$ cat src/rtl/tone_decoder.sv
// tone_decoder: measures square-wave half-periods on i_tone, tracks note/rest
// segments with durations and queues completed events in a 4-deep FIFO.
module tone_decoder #(
    parameter int TONE_DIV     = 5,
    parameter int DUR_TICK     = 327680,
    parameter int REST_TIMEOUT = 65535,
    parameter int TOL          = 2
) (
    input  logic        clk,
    input  logic        rst,
    input  logic        i_tone,
    output logic        o_valid,
    input  logic        i_ready,
    output logic [15:0] o_period,
    output logic [15:0] o_dur,
    output logic        o_overflow,
    output logic [7:0]  o_debug
);
    typedef enum logic [1:0] {IDLE, LOCK, TONE, REST} state_t;

    localparam int PW = $clog2(TONE_DIV + 1);
    localparam int DW = $clog2(DUR_TICK + 1);

    state_t        state_q, state_d;
    logic [2:0]    sync_q;
    logic [PW-1:0] presc_q, presc_d;
    logic [DW-1:0] dtick_q, dtick_d;
    logic [15:0]   hp_q, hp_d, m, diff, cur_p_q, cur_p_d, dur_q, dur_d, ev_p;
    logic          tone_edge, tick, dur_wrap, timeout, near, push, pop, full, wr_en, dur_rst;
    logic          ovf_q, ovf_d;
    logic [31:0]   mem_q [4];
    logic [1:0]    wr_q, rd_q;
    logic [2:0]    cnt_q, cnt_d;

    assign tone_edge = sync_q[1] ^ sync_q[2];
    assign tick      = presc_q == PW'(TONE_DIV - 1);
    assign presc_d   = tick ? '0 : presc_q + PW'(1);
    // A tick landing on the edge cycle still belongs to the measured half-period.
    assign m         = (tick && hp_q != 16'hFFFF) ? hp_q + 16'd1 : hp_q;
    assign hp_d      = tone_edge ? 16'd0 : m;
    assign timeout   = {16'd0, hp_q} >= 32'(REST_TIMEOUT);
    assign diff      = (m >= cur_p_q) ? m - cur_p_q : cur_p_q - m;
    assign near      = {16'd0, diff} <= 32'(TOL);
    assign dur_wrap  = dtick_q == DW'(DUR_TICK - 1);
    assign dtick_d   = (dur_rst || dur_wrap) ? '0 : dtick_q + DW'(1);
    assign dur_d     = dur_rst ? 16'd0 : (dur_wrap && dur_q != 16'hFFFF) ? dur_q + 16'd1 : dur_q;

    always_comb begin
        state_d = state_q;
        cur_p_d = cur_p_q;
        push    = 1'b0;
        ev_p    = cur_p_q;
        dur_rst = 1'b0;
        case (state_q)
            IDLE: if (tone_edge) begin
                state_d = LOCK;
                dur_rst = 1'b1;
            end
            LOCK: if (tone_edge) begin
                state_d = TONE;
                cur_p_d = m;
            end else if (timeout) begin
                state_d = REST;
                dur_rst = 1'b1;
            end
            TONE: if (tone_edge) begin
                if (!near) begin
                    push    = 1'b1;
                    cur_p_d = m;
                    dur_rst = 1'b1;
                end
            end else if (timeout) begin
                push    = 1'b1;
                state_d = REST;
                dur_rst = 1'b1;
            end
            REST: if (tone_edge) begin
                push    = 1'b1;
                ev_p    = 16'd0;
                state_d = LOCK;
                dur_rst = 1'b1;
            end
            default: state_d = IDLE;
        endcase
    end

    assign pop   = o_valid & i_ready;
    assign full  = cnt_q == 3'd4;
    assign wr_en = push & (~full | pop);
    assign cnt_d = cnt_q + 3'(wr_en) - 3'(pop);
    assign ovf_d = ovf_q | (push & full & ~pop);

    always_ff @(posedge clk or negedge rst) begin
        if (!rst) begin
            state_q <= IDLE;
            sync_q  <= '0;
            presc_q <= '0;
            dtick_q <= '0;
            hp_q    <= '0;
            cur_p_q <= '0;
            dur_q   <= '0;
            ovf_q   <= 1'b0;
            wr_q    <= '0;
            rd_q    <= '0;
            cnt_q   <= '0;
        end else begin
            state_q <= state_d;
            sync_q  <= {sync_q[1:0], i_tone};
            presc_q <= presc_d;
            dtick_q <= dtick_d;
            hp_q    <= hp_d;
            cur_p_q <= cur_p_d;
            dur_q   <= dur_d;
            ovf_q   <= ovf_d;
            wr_q    <= wr_en ? wr_q + 2'd1 : wr_q;
            rd_q    <= pop ? rd_q + 2'd1 : rd_q;
            cnt_q   <= cnt_d;
        end
    end

    always_ff @(posedge clk) begin
        if (wr_en) mem_q[wr_q] <= {ev_p, dur_q};
    end

    assign o_valid    = cnt_q != 3'd0;
    assign o_period   = o_valid ? mem_q[rd_q][31:16] : 16'd0;
    assign o_dur      = o_valid ? mem_q[rd_q][15:0] : 16'd0;
    assign o_overflow = ovf_q;
    assign o_debug    = (state_q == TONE) ? cur_p_q[7:0] : 8'd0;
endmodule

$ cat config.mk
export PLATFORM = sky130hd
export DESIGN_NAME = tone_decoder
export DESIGN_NICKNAME = d
export VERILOG_FILES = /design/src/rtl/tone_decoder.sv
export SDC_FILE = /design/constraint.sdc
export NUM_CORES = 1
export LEC_CHECK = 0
export CAP_MARGIN = 40
export CELL_PAD_IN_SITES_DETAIL_PLACEMENT = 0
export CELL_PAD_IN_SITES_GLOBAL_PLACEMENT = 1
export CORE_UTILIZATION = 47
export CTS_BUF_LIST = sky130_fd_sc_hd__clkbuf_4
export CTS_CLUSTER_SIZE = 30
export DETAILED_ROUTE_END_ITERATION = 7
export PLACE_DENSITY_LB_ADDON = 0.1
export RECOVER_POWER = 50
export REMOVE_ABC_BUFFERS = 1
export SLEW_MARGIN = 20
export SYNTH_ARGS = -nofsm -noshare
export SYNTH_HDL_FRONTEND = slang
export SYNTH_SLANG_ARGS = --single-unit
$ cat constraint.sdc
create_clock -name clk -period 5.4 [get_ports clk]
set_clock_uncertainty 0.15 [all_clocks]
set_input_delay 0.54 -clock clk [delete_from_list [all_inputs] [get_ports clk]]
set_output_delay 0.54 -clock clk [all_outputs]
set_load 0.02 [all_outputs]
# [Word-level counts from Yosys, hierarchy flattened]
# Memories as Yosys holds them, arrays and structs flattened.
# Index checks and enable logic that the tools add are counted.
[word_totals] register_bits=83 ram_bits=128 wordCells=87 memories=1
[mem_list] memory="mem_q" depth=4 width=32 read_ports=1 rd_ports_with_merged_regs=0 wr=1 line_no="31" source="logic [31:0] mem_q [4];"
[classes] n_addsub=10 magnitude_cmp=3 eq_ne=13 muxes=30 bitwise=9 n_reduce_logical=10
[ops] cell="two-way mux 16 bit" count=12
[ops] cell="adder 16 x 1 -> 16 bit, second input constant" count=2
[ops] cell="!= test 16 bit, second input constant" count=2
[ops] cell="one-hot mux 16 bit (2 select lines)" count=1
[ops] cell="subtractor 16 bit" count=2
[ops] cell="adder 19 x 1 -> 19 bit, second input constant" count=1
[ops] cell="== test 19 bit, second input constant" count=1
[ops] cell="two-way mux 19 bit" count=1
[ops] cell=">= comparator 16 bit" count=1
[ops] cell=">= comparator 16 bit, second input constant" count=1
[ops] cell="less-or-equal comparator 16 x 2 -> 1 bit, second input constant" count=1
[ops] cell="two-way mux 2 bit" count=4
[ops] cell="two-way mux 8 bit" count=1
[ops] cell="!= test 2 bit, second input constant" count=4
[ops] cell="two-way mux 1 bit" count=7
[ops] cell="== test 3 bit, second input constant" count=2
[ops] cell="one-hot mux 2 bit (3 select lines)" count=1
[ops] cell="adder 2 x 1 -> 2 bit, second input constant" count=2
[ops] cell="AND 1 bit" count=4
[ops] cell="== test 2 bit, second input constant" count=2
[ops] cell="AND reduction 4 bit" count=1
[ops] cell="nonzero test 2 bit" count=2
[ops] cell="adder 3 x 1 -> 3 bit" count=1
[ops] cell="adder 3 x 1 -> 3 bit, second input constant" count=1
[ops] cell="15 further kinds" count=18

# [Logic depth before layout (Yosys ltp)]
[depth] word_depth=12 mapped_depth=26 depth_no_buf=25

# [Least setup slack after synthesis]
# OpenSTA, ideal clock, no wires.
[synth_path] kind="reg-to-reg" startpoint="reg hp_q[10]" endpoint="mem mem_q[0][0], enable pin" arrival_time_ns=4.873 required_ns=4.858 slack_ns=-0.015 path_stages_with_launch=23 n_path_buf=2 synth_period_minus_slack_ns=5.415 path_cell_list="dfrtp_1 > and4_1 > and3_1 > nand2_1 > nor3_1 > nor2_1 > nand3_1 > nor3_1 > nand4_1 > xnor2_1 > ha_1 > buf_2 > a21oi_1 > o211ai_1 > a21oi_1 > o31a_1 > buf_2 > mux2i_1 > xnor2_1 > a21oi_2 > a41o_1 > a21oi_2 > and2_1"
[synth_between] elab_chain_len=12
[synth_rtl] item="start, declared" line_no="28" source="logic [15:0] hp_q, hp_d, m, diff, cur_p_q, cur_p_d, dur_q, dur_d, ev_p;"
[synth_rtl] item="start signal, assigned" line_no="111" source="hp_q <= hp_d;"
[synth_rtl] item="branches (longest 7 deep; another with adder 16 x 1 -> 16 bit)"
[synth_rtl] item="two-way mux 1 bit (*)" line_no="66" source="TONE: if (tone_edge) begin"
[synth_rtl] item="one-hot mux 1 bit (2 select lines) (*)" line_no="54" source="case (state_q)"
[synth_rtl] item="AND 1 bit (*)" line_no="89" source="assign wr_en = push & (~full | pop);"
[synth_rtl] item="named net wr_en" line_no="29" source="logic tone_edge, tick, dur_wrap, timeout, near, push, pop, full, wr_en, dur_rst;"
[synth_rtl] item="two-way mux 1 bit (*)" line_no="122" source="if (wr_en) mem_q[wr_q] <= {ev_p, dur_q};"
[synth_rtl] item="two-way mux 1 bit (not written as such) (*)" line_no="122"
[synth_rtl] item="end, declared" line_no="31"
# Mark *: on every way through the listed nets, which the timed path passes.

# [Worst setup path after layout]
[layout_path] startpoint="reg hp_q[9]" endpoint="reg cnt_q[2]"
[layout_between] elab_chain_len=12
[layout_rtl] item="branches (longest 7 deep; another with adder 16 x 1 -> 16 bit)"
[layout_rtl] item="two-way mux 1 bit (*)" line_no="66"
[layout_rtl] item="one-hot mux 1 bit (2 select lines) (*)" line_no="54"
[layout_rtl] item="AND 1 bit (*)" line_no="89"
[layout_rtl] item="named net wr_en" line_no="29"
[layout_rtl] item="adder 3 x 1 -> 3 bit (*)" line_no="90" source="assign cnt_d = cnt_q + 3'(wr_en) - 3'(pop);"
[layout_rtl] item="subtractor 3 x 1 -> 3 bit (*)" line_no="90"
[layout_rtl] item="named net cnt_d[2]" line_no="33" source="logic [2:0] cnt_q, cnt_d;"
[layout_rtl] item="end signal, assigned" line_no="117" source="cnt_q <= cnt_d;"
[layout_rtl] item="end, declared" line_no="33"
# Marked as above.
# A chain may end at the register's enable or synchronous reset.

==> results.sh <==
export IMPL_status="finished, violations left"
export IMPL_failed_checks="design-rule violations, max-capacitance violations, max-slew violations"
export IMPL_path_buf_inv=2
export IMPL_min_from="sync_q[0]"
export IMPL_clkPwrFrac_pct=24.1
export IMPL_r2r_end="cnt_q[2]"
export IMPL_cts_tree="built"
export IMPL_cts_made_buffers=55
export IMPL_critPathKind="reg -> reg"
export IMPL_async_flop_share_pct=39.3
export IMPL_worst_pin_slew_ns=2.21
export IMPL_ff2ff_setup_slack_ns=0.13
export IMPL_synth_ff_type="edfxtp_1"
export IMPL_min_path_type="reg -> reg"
export IMPL_power_density_nw_per_um2=424
export IMPL_grt_start_max_net_pins=52
export IMPL_power_frac_seq_pct=37.7
export IMPL_cpPeakStageDelay_ns=0.47
export IMPL_layout_cells_non_filler=1306
export IMPL_place_congestion=0.892
export IMPL_post_place_cells=1193
export IMPL_grt_total_usage_pct=21.9
export IMPL_detail_route_wl_per_cell_um=18.9
export IMPL_min_to="sync_q[1]"
export IMPL_crit_chain="and4_1 > and3_1 > nand2_2 > nor3_4 > nor2_4 > nand3_2 > nor2_1 > xor2_1 > ha_2 > inv_1 > or3_1 > a21o_1 > and3b_1 > o22ai_1 > nor4_2 > a41o_1 > a41o_1 > a21oi_2 > ha_1 > inv_1 > fa_1 > xnor2_1 > xnor2_1"
export IMPL_p_switching_mw=1.83
export IMPL_antenna_left=0
export IMPL_htree_levels=2
export IMPL_ys_seq_area_share_pct=55.7
export IMPL_start_util_pct=48.3
export IMPL_drt_pass1_iterations=8
export IMPL_nFillCells=1814
export IMPL_start_kind="flip-flop"
export IMPL_drt_wl_total_um=24700
export IMPL_critical_path_required_ns=5.83
export IMPL_seqCellArea_um2=5920
export IMPL_synth_top_area_share_pct=36.1
export IMPL_grt_pass1_vias=7378
export IMPL_crit_path_end_kind="flip-flop"
export IMPL_critPathMaxFanout=7
export IMPL_multi_input_area_um2=4530
export IMPL_synth_area_um2=10600
export IMPL_port_buffers=45
export IMPL_vias=7191
export IMPL_antenna_found_initial=1
export IMPL_rows=54
export IMPL_whs_ns=0.229
export IMPL_hold_viol=0
export IMPL_final_layout_size_suffix_gt1_share_pct=20.2
export IMPL_syn_inst=864
export IMPL_avgSynthCellArea_um2=12.3
export IMPL_die_area_um2=23200
export IMPL_critPathTopFamily="simple AND/OR/NAND/NOR gates"
export IMPL_p_int_mw=3.52
export IMPL_fin_nets=1032
export IMPL_setup_viol_count_final=0
export IMPL_p_total_mw=5.35
export IMPL_synthTopCellsByArea="edfxtp_1 (36%), dfrtp_1 (20%), mux4_2 (6.8%)"
export IMPL_area_growth_pct=18.7
export IMPL_drv_cap=1
export IMPL_die_w_um=152
export IMPL_fin_crit_ns=5.27
export IMPL_slowest_stage="or3_1"
export IMPL_clockBufferDepth=3
export IMPL_slew_headroom_pct=-47.5
export IMPL_final_util_pct=57.3
export IMPL_r2r_start="hp_q[9]"
export IMPL_ys_warn_count=0
export IMPL_die_h_um=152
export IMPL_crit_arrival_ns=5.69
export IMPL_path_clk_slew_ns=0.07
export IMPL_yosys_area_top_type="edfxtp_1"
export IMPL_reg2reg_depth=23
export IMPL_synth_seq_cells=211
export IMPL_setup_tns_ns=0
export IMPL_clk_insertion_delay_late_ns=0.71
export IMPL_root_buffer="clkbuf_4"
export IMPL_cts_sinks=211
export IMPL_timing_fmax_ghz=0.190
export IMPL_io_pins=46
export IMPL_synth_common_cells="edfxtp_1 (128), dfrtp_1 (83), nor2_1 (77)"
export IMPL_core_area_um2=22000
export IMPL_synth_distinct_cells=58
export IMPL_drtIter0Drc=352
export IMPL_grt_pass1_wl_um=39700
export IMPL_swShare_pct=34.3
export IMPL_drc_errors=1
export IMPL_finalCritPeriodShare_pct=97.6
export IMPL_drv_slew=34
export IMPL_peakVddDrop_v=0.000386
export IMPL_place_hpwl_um=16900
export IMPL_via_per_inst=5.51
export IMPL_combPwrFrac_pct=38.3
export IMPL_synth_most_common_cell="edfxtp_1"
export IMPL_p_leak_nw=5.05
export IMPL_whs_path_depth=0
export IMPL_overflow=0
export IMPL_synth_enable_flop_cells=128
-- registers in the layout (all words and copies together), names as in the netlist --
signal / count
cnt_q: 3
hp_q: 16
state_q: 2
dtick_q: 19
presc_q: 3
wr_q: 2
dur_q: 16
sync_q: 3
o_overflow: 1
cur_p_q: 16
mem_q: 128
rd_q: 2
-- repair_timing --
item	in CTS	in global routing
hold buffers	1	0
endpoints found under the setup margin	181	181
buffers inserted	1	7
gates resized for setup	13	36
hold endpoints to repair	32	0
pin swaps	1	11
-- power by group through the flow --
stage | Sequential [mW] | Clock, mW | Combinational [mW]
3_3_place_gp | 2.07 | 0 | 1.97
6_report | 2.02 | 1.29 | 2.05
4_1_cts | 2.05 | 1.34 | 2.01
5_1_grt | 2.04 | 1.43 | 2.20
2_1_floorplan | 2.09 | 0 | 1.17
3_5_place_dp | 2.08 | 0 | 2.00
-- cell type report --
class                   instances  area share, %
multi-input cells             553           35.9
inverters                      63           1.87
well taps                     280           2.77
clock inverters                33           1.17
diodes                          1         0.0198
repair buffers                 96           7.29
flip-flops and latches        211           46.9
clock buffers                  69           4.10
-- how the worst max path moves through the flow --
stage | to | startpoint | slack [ns] | cells past startpoint
2_1_floorplan | mem_q[0][0] | hp_q[10] | 0.01 | 20
3_3_place_gp | cnt_q[2] | hp_q[10] | -0.08 | 25
3_5_place_dp | cnt_q[1] | hp_q[10] | -0.23 | 25
4_1_cts | cnt_q[2] | hp_q[10] | 0.04 | 26
5_1_grt | cnt_q[2] | hp_q[11] | -0.05 | 26
6_report | cnt_q[2] | hp_q[9] | 0.13 | 23
-- layer usage --
metal | GRT usage (%) | vias up | part of all wire (%)
li1 | - | 3367 | -
met1 | 30.8 | 3552 | 46
met2 | 34.0 | 220 | 45
met3 | 4.35 | 52 | 6.4
met4 | 7.70 | 0 | 2.4
met5 | 0 | - | 0
-- kinds of logic (layout without fill, tap and decap cells) --
kind of cell,Yosys count,count (layout),share of synthesized area [%]
AO/OA/AOI/OAI,128,128,7.58
adder cells (fa/ha/maj),48,48,5.86
other,0,1,0
XOR/XNOR,64,64,5.27
multiplexers,59,59,9.37
buffers and inverters,100,261,4.13
AND/OR/NAND/NOR,254,254,12.1
flip-flops,211,211,55.7
-- placed cells by master, fill, tap and decap left out, types with 21 or more instances in the layout --
cell type and instances:
buf_4 41, mux2i_1 23, clkbuf_4 69, a21oi_1 46, xnor2_1 36, nor2_1 76
xor2_1 21, clkinv_1 24, and2_1 43, dfrtp_1 82, inv_1 63, mux4_2 32
clkdlybuf4s50_1 43, edfxtp_1 128, ha_1 36, nand2_1 45
-- per-stage QoR --
stage | cell area (um^2) | setup slack (ns)
2_1_floorplan | 10400 | 0.00965
3_3_place_gp | 11600 | -0.0782
3_5_place_dp | 11600 | -0.229
4_1_cts | 12300 | 0.0406
5_1_grt | 12600 | -0.0502
6_report | 12600 | 0.132
Power figures use the tool's default switching activity.
